<file path="src/rtl/wb_everloop_rx.sv">
// wb_everloop_rx: decodes the everloop led_fb line into a Wishbone-readable capture RAM with frame status.
// Optional macro EVERLOOP_RX_IRQ_EN adds irq_o = registered (frame_valid | ovf).
module wb_everloop_rx #(
  parameter int SYS_FREQ_HZ    = 150000000,
  parameter int DATA_WIDTH     = 16,
  parameter int ADDR_WIDTH     = 12,
  parameter int N_LEDS         = 35,
  parameter int MEM_ADDR_WIDTH = 7
) (
  input  logic                  clk,
  input  logic                  resetn,
  input  logic                  led_fb,
  input  logic                  wb_stb_i,
  input  logic                  wb_cyc_i,
  input  logic                  wb_we_i,
  input  logic [1:0]            wb_sel_i,
  input  logic [ADDR_WIDTH-1:0] wb_adr_i,
  input  logic [DATA_WIDTH-1:0] wb_dat_i,
  output logic [DATA_WIDTH-1:0] wb_dat_o,
  output logic                  wb_ack_o
`ifdef EVERLOOP_RX_IRQ_EN
  ,
  output logic                  irq_o
`endif
);
  localparam int M = MEM_ADDR_WIDTH;
  localparam int IW = M + 2;
  localparam int UC = SYS_FREQ_HZ / 10000000;
  localparam logic [15:0] U = 16'(UC);
  localparam logic [15:0] U6 = 16'(6 * UC);
  localparam logic [15:0] LATCH = 16'(500 * UC - 1);
  localparam logic [IW-1:0] CAP = IW'(2 ** (M + 1));
  localparam logic [15:0] FRAME_LEN = 16'(4 * N_LEDS);
  typedef enum logic [1:0] {IDLE, HIGH, LOW, FEND} state_t;
  state_t state;
  logic s1, s2, s3;
  logic [15:0] cnt, byte_count, frame_count;
  logic [6:0] sh;
  logic [2:0] nbits;
  logic [IW-1:0] idx, waddr;
  logic [7:0] wdata;
  logic we, busy, frame_valid, ovf, err_glitch, err_partial, len_err;
  logic [7:0] mem_lo [2**M];
  logic [7:0] mem_hi [2**M];
  logic rise, fall, req, clr;
  logic [7:0] nb;
  logic [15:0] reg_rd, ram_rd;
  logic unused_bits;
  assign rise = s2 & ~s3;
  assign fall = ~s2 & s3;
  assign nb = {sh, cnt > U6};
  assign req = wb_stb_i & wb_cyc_i & ~wb_ack_o;
  assign clr = req & wb_we_i & (wb_sel_i == 2'b11) & wb_adr_i[M] & (wb_adr_i[1:0] == 2'd0);
  assign unused_bits = ^{wb_dat_i, wb_adr_i[ADDR_WIDTH-1:M+1]};
  always_ff @(posedge clk or negedge resetn)
    if (!resetn) begin
      {s3, s2, s1} <= '0;
      cnt <= '0;
    end else begin
      {s3, s2, s1} <= {s2, s1, led_fb};
      cnt <= (rise | fall) ? 16'd0 : (cnt == 16'hFFFF) ? cnt : cnt + 16'd1;
    end
  always_ff @(posedge clk or negedge resetn)
    if (!resetn) begin
      state <= IDLE;
      sh <= '0;
      nbits <= '0;
      idx <= '0;
      waddr <= '0;
      wdata <= '0;
      we <= 1'b0;
      busy <= 1'b0;
      frame_valid <= 1'b0;
      ovf <= 1'b0;
      err_glitch <= 1'b0;
      err_partial <= 1'b0;
      len_err <= 1'b0;
      byte_count <= '0;
      frame_count <= '0;
    end else begin
      we <= 1'b0;
      if (clr) begin
        frame_valid <= 1'b0;
        ovf <= 1'b0;
        err_glitch <= 1'b0;
        err_partial <= 1'b0;
        len_err <= 1'b0;
      end
      // Frame-end sets below come after the clear, so a new frame's flags win.
      case (state)
        IDLE: if (rise) begin
          state <= HIGH;
          busy <= 1'b1;
        end
        HIGH: if (fall) begin
          state <= LOW;
          if (cnt < U) err_glitch <= 1'b1;
          else if (nbits == 3'd7) begin
            nbits <= '0;
            if (idx == CAP) ovf <= 1'b1;
            else begin
              we <= 1'b1;
              wdata <= nb;
              waddr <= idx;
              idx <= idx + 1'b1;
            end
          end else begin
            sh <= nb[6:0];
            nbits <= nbits + 3'd1;
          end
        end
        LOW: if (rise) state <= HIGH;
             else if (cnt >= LATCH) state <= FEND;
        FEND: begin
          if (nbits != 3'd0) err_partial <= 1'b1;
          if (16'(idx) != FRAME_LEN) len_err <= 1'b1;
          nbits <= '0;
          byte_count <= 16'(idx);
          frame_valid <= 1'b1;
          frame_count <= frame_count + 16'd1;
          busy <= 1'b0;
          idx <= '0;
          state <= IDLE;
        end
        default: state <= IDLE;
      endcase
    end
  always_ff @(posedge clk)
    if (we) begin
      if (waddr[0]) mem_hi[waddr[M:1]] <= wdata;
      else mem_lo[waddr[M:1]] <= wdata;
    end
  always_comb begin
    ram_rd = {mem_hi[wb_adr_i[M-1:0]], mem_lo[wb_adr_i[M-1:0]]};
    reg_rd = (wb_adr_i[1:0] == 2'd0) ? {10'd0, len_err, err_partial, err_glitch, ovf, busy, frame_valid} :
             (wb_adr_i[1:0] == 2'd1) ? byte_count :
             (wb_adr_i[1:0] == 2'd2) ? frame_count : 16'd0;
  end
  always_ff @(posedge clk or negedge resetn)
    if (!resetn) begin
      wb_ack_o <= 1'b0;
      wb_dat_o <= '0;
    end else begin
      wb_ack_o <= req;
      if (req) wb_dat_o <= DATA_WIDTH'(wb_adr_i[M] ? reg_rd : ram_rd);
    end
`ifdef EVERLOOP_RX_IRQ_EN
  always_ff @(posedge clk or negedge resetn)
    if (!resetn) irq_o <= 1'b0;
    else irq_o <= frame_valid | ovf;
`endif
endmodule

</file>
<file path="config.mk">
export PLATFORM = sky130hd
export DESIGN_NAME = wb_everloop_rx
export DESIGN_NICKNAME = d
export VERILOG_FILES = /design/src/rtl/wb_everloop_rx.sv
export SDC_FILE = /design/constraint.sdc
export NUM_CORES = 2
export LEC_CHECK = 0
export BUFFER_PORTS_ARGS = -buffer_cell sky130_fd_sc_hd__buf_2
export CAP_MARGIN = 20
export CELL_PAD_IN_SITES_DETAIL_PLACEMENT = 1
export CELL_PAD_IN_SITES_GLOBAL_PLACEMENT = 1
export CORE_MARGIN = 2
export CORE_UTILIZATION = 40
export CTS_CLUSTER_DIAMETER = 40
export DETAILED_ROUTE_END_ITERATION = 8
export GPL_TIMING_DRIVEN = 0
export PLACE_DENSITY = 0.57
export SYNTH_ARGS = -nofsm -noshare
export SYNTH_HDL_FRONTEND = slang
export SYNTH_SLANG_ARGS = --single-unit
</file>
<file path="constraint.sdc">
create_clock -name clk -period 5.65 [get_ports clk]
set_input_delay 1.13 -clock clk [delete_from_list [all_inputs] [get_ports clk]]
set_output_delay 1.13 -clock clk [all_outputs]
set_load 0.01 [all_outputs]
</file>
==> flow_summary_export.csv <==
group,metric,value,unit
power,share_seq_of_total_power,42.4,%
route,antenna_violating_nets_post_route,0,
run,timing.max_cap.violations,0,
floorplanning,die_w,466,um
yosys,post_synth_instance_area,85300,um2
floorplanning,core_region_area,212000,um2
route,detailedRoute.firstPassIterationCount,5,
worst_setup_path,worstPathMaxFanout,11,
route,routed_wirelength,377000,um
yosys,ys_types,86,
yosys,synth_largest_area_cell,"edfxtp_1",
global_route,grt_antenna_before_repair,37,
yosys,synthArstFlopShare,4.88,%
clock_network,numCtsBuffers,356,
route,num_vias,52000,
floorplanning,core.rowCount,169,
timing,final_setup_fails,0,
yosys,yosysSeqAreaShare,75.2,%
worst_setup_path,critPathRequiredTime,6500,ps
worst_setup_path,critical_path.startpoint_type,"primary input",
place,place.detailed.instances,7256,
clock_network,post_cts_resize_count,0,
worst_setup_path,critical_path_cell_by_cell,"buf_2 > buf_4 > buf_2 > buf_2 > buf_2 > mux2i_1 > nand3_1 > a31oi_1 > nand3_1 > nor2_1 > o211ai_1 > mux2_2",
timing,timing_hold_violations_final,0,
yosys,yosys_warnings,0,
yosys,syn_nets,4366,
clock_network,h-tree-depth,5,
clock_network,worst_setup_hold_path_clk_slew,60,ps
timing,final_period_minus_worst_setup_slack,5610,ps
route,detail_route.drc_violations,0,
clock_network,root_buffer,"clkbuf_16",
floorplanning,start_util,40.2,%
finish,fillerInstances,19200,
power,p_sw_share,23.5,%
place,hpwlAfterDp,249000,um
route,vias_per_cell,6.57,
clock_network,maximum_clock_path_buffer_count,4,
place,globalplace.congestion,1.02,
power,p_comb_share,4.5,%
timing,slew_headroom,8.00,%
power,worst_ir_drop_vdd,0.000344,V
yosys,postSynthCellCount,4320,
clock_network,cts_tree,"done",
worst_setup_path,worst_path_largest_cell_delay,980,ps
finish,finalNetCount,4849,
run_status,outcome,"completed",
finish,layout_stage_area_growth_over_the_synthesis_result,20.2,%
yosys,count_of_flip_flops_with_a_built_in_enable_after_synthesis,2048,
global_route,grt_pass1_vias,50000,
clock_network,hold_fix_buffer_count_after_cts,0,
power,cell_internal_pwr,31.3,mW
power,total_leakage_power,28.6,nW
timing,rsz0062_at_grt,"false",
worst_setup_path,timing.setup.critical_path_class,"in -> reg",
route,first_iter_violations,9489,
worst_setup_path,library_cell_contributing_the_largest_single_delay_on_the_critical_path,"buf_2",
power,power.density,399,nW/um2
floorplanning,fp.dieH,466,um
yosys,post_synth.cell_area_avg,19.8,um2
worst_setup_path,worst-endpoint-arrival,6460,ps
worst_setup_path,critPathMostFrequentCell,"buf_2",
timing,min_period_over_period,99.3,%
timing,timing_max_transition_violations_final,0,
route,avgRoutedWirePerCell,47.6,um
power,totalPowerFinal,40.9,mW
timing,timing.fmax,178,MHz
finish,layout-drive-gt1-share,26.8,%
yosys,post-synth-top-area-fraction,72.1,%
global_route,grt_first_pass_wirelength,489000,um
power,clock_power_share,53.0,%
floorplanning,design.portCount,53,
clock_network,cts.repair_timing.setup_buffer_count,0,
global_route,overflow,0,
place,port_bufs,29,
worst_hold_path,worst_hold_path_type,"in -> async",
yosys,ffs_latches_synth,2153,
timing,max_slew.worst_pin.slew,1380,ps
clock_network,clock_insertion_delay_at_the_later_pin_of_the_skew_report,990,ps
global_route,grt_start_max_net_pins,89,
clock_network,cts_sinks,2153,
global_route,grtUsageTotal,34.6,%
yosys,yosys_most_used_dff,"edfxtp_1",
floorplanning,dieArea,217000,um2
timing,fin_worst_skew,61.3,ps
power,net-switching-power,9.61,mW
yosys,yosys-top-cells-area,"edfxtp_1, mux4_2, dfrtp_1",
worst_setup_path,capturing_element_type_of_the_critical_path,"flip-flop",
finish,instances_no_fill,7916,
## cells by family after synthesis
group | after synthesis | synth area share (%)
flip-flops | 2153 | 75.2
AND/OR/NAND/NOR | 744 | 3.88
multiplexers | 703 | 14.7
AO/OA/AOI/OAI | 399 | 3.45
buffers and inverters | 275 | 2.26
XOR/XNOR | 36 | 0.370
adder cells (fa/ha/maj) | 10 | 0.147
## cell type report
type / count / area, um2 / share of cell area, %
Tap cell: 2821 / 3530 / 3.44
Sequential cell: 2153 / 64200 / 62.6
Buffer: 255 / 1880 / 1.83
Multi-Input combinational cell: 1892 / 19300 / 18.8
Timing Repair Buffer: 125 / 1840 / 1.80
Inverter: 20 / 76.3 / 0.0744
Clock buffer: 393 / 9180 / 8.95
Clock inverter: 242 / 2580 / 2.52
Antenna cell: 15 / 37.5 / 0.0366
## registers in the layout, indices dropped and copies added (netlist names)
register and cells:
len_err 1, wb_dat_o 16, frame_count 16, s3 1, busy 1, err_glitch 1
ovf 1, we 1, err_partial 1, wdata 8, idx 9, mem_lo 1024
cnt 16, wb_ack_o 1, frame_valid 1, nbits 3, s1 1, mem_hi 1024
state 2, byte_count 9, waddr 8, s2 1, sh 7
## worst max-delay path: cells and delay by family
family	cells	cell delay, ps
AO/OA/AOI/OAI	2	580
buffers and inverters	5	3020
AND/OR/NAND/NOR	3	690
multiplexers	2	910
## layer usage
metal / GRT usage [%] / part of all wire, %
met1: 47.0 / 38
met2: 49.8 / 43
met3: 9.64 / 12
met4: 20.2 / 6.9
met5: 0 / 0.0034
## worst paths after layout
kind	startpoint	endpoint	slack, ps	cells after the start
worst max-delay path	wb_adr_i[1]	wb_dat_o[13]	40	12
worst min-delay path	resetn	wb_dat_o[13]	70	1
worst max register to register	waddr[2]	mem_lo[69][5]	1650	5
worst min register to register	s1	s2	370	0
max in group asynchronous	resetn	wdata[2]	4770	2
min in group clk	led_fb	s1	310	1
## metrics by stage
step	hold slack, ps	setup TNS, ps	setup slack [ps]	utilization (%)	cell area [um2]
2_1_floorplan	331	0	1660	-	85300
3_3_place_gp	354	-5076910	-2750	42.0	89000
3_5_place_dp	364	-7150	-947	42.8	90700
4_1_cts	33.0	0	29.7	48.3	102000
5_1_grt	72.1	0	271	48.3	103000
6_report	74.1	0	37.3	48.4	103000
## cells in the final DEF (no fill, tap or decap), types with 32 or more instances in the layout
cell type   count
a21oi_1        64
a221oi_1       50
a22oi_1        71
buf_16         32
buf_2         104
buf_6          46
buf_8          44
bufinv_16      39
clkbuf_1      101
clkbuf_16     362
clkinv_1       38
clkinv_2       40
clkinv_4       33
clkinvlp_4     51
dfrtp_1        97
edfxtp_1     2048
inv_6          36
mux2i_1       238
mux4_2        421
nand2_1       163
nand3_1        72
nor2_1        341
o21ai_0        44
## cell usage after synthesis (6+ instances only)
library cell and number:
a22o_1 8, inv_1 15, o22ai_1 17, buf_8 18, a221o_1 9, a22oi_1 71, or2_2 6, nand2_1 163
and2_1 8, o211ai_1 16, xor2_1 13, mux4_2 421, buf_6 23, mux2i_1 238, buf_2 72, nand4_1 23
ha_1 10, buf_12 21, o2111ai_1 7, edfxtp_1 2048, xnor2_1 23, a221oi_1 50, a221oi_2 10, mux2_2 29
nor4_1 16, nor2_1 342, nor3_1 27, a211oi_1 16, a2111oi_0 7, nand3_1 72, a31oi_1 14, clkbuf_1 91
nand2b_1 19, dfrtp_1 105, mux4_1 15, o21ai_1 14, a32oi_1 7, and3_1 13, buf_1 7, a21oi_1 64
buf_4 22, nor2b_1 28, o21ai_0 44
## power by group through the flow
| stage | registers (mW) | logic [mW] | clock network (mW) |
|---|---|---|---|
| finish | 17.4 | 1.85 | 21.7 |
| global route | 17.3 | 1.80 | 22.4 |
| CTS | 17.4 | 1.77 | 21.7 |
| detailed placement | 17.7 | 1.76 | 0 |
| global placement | 17.7 | 1.71 | 0 |
| floorplan | 17.6 | 0.711 | 0 |
No activity file was read; power rests on OpenSTA's default activity.
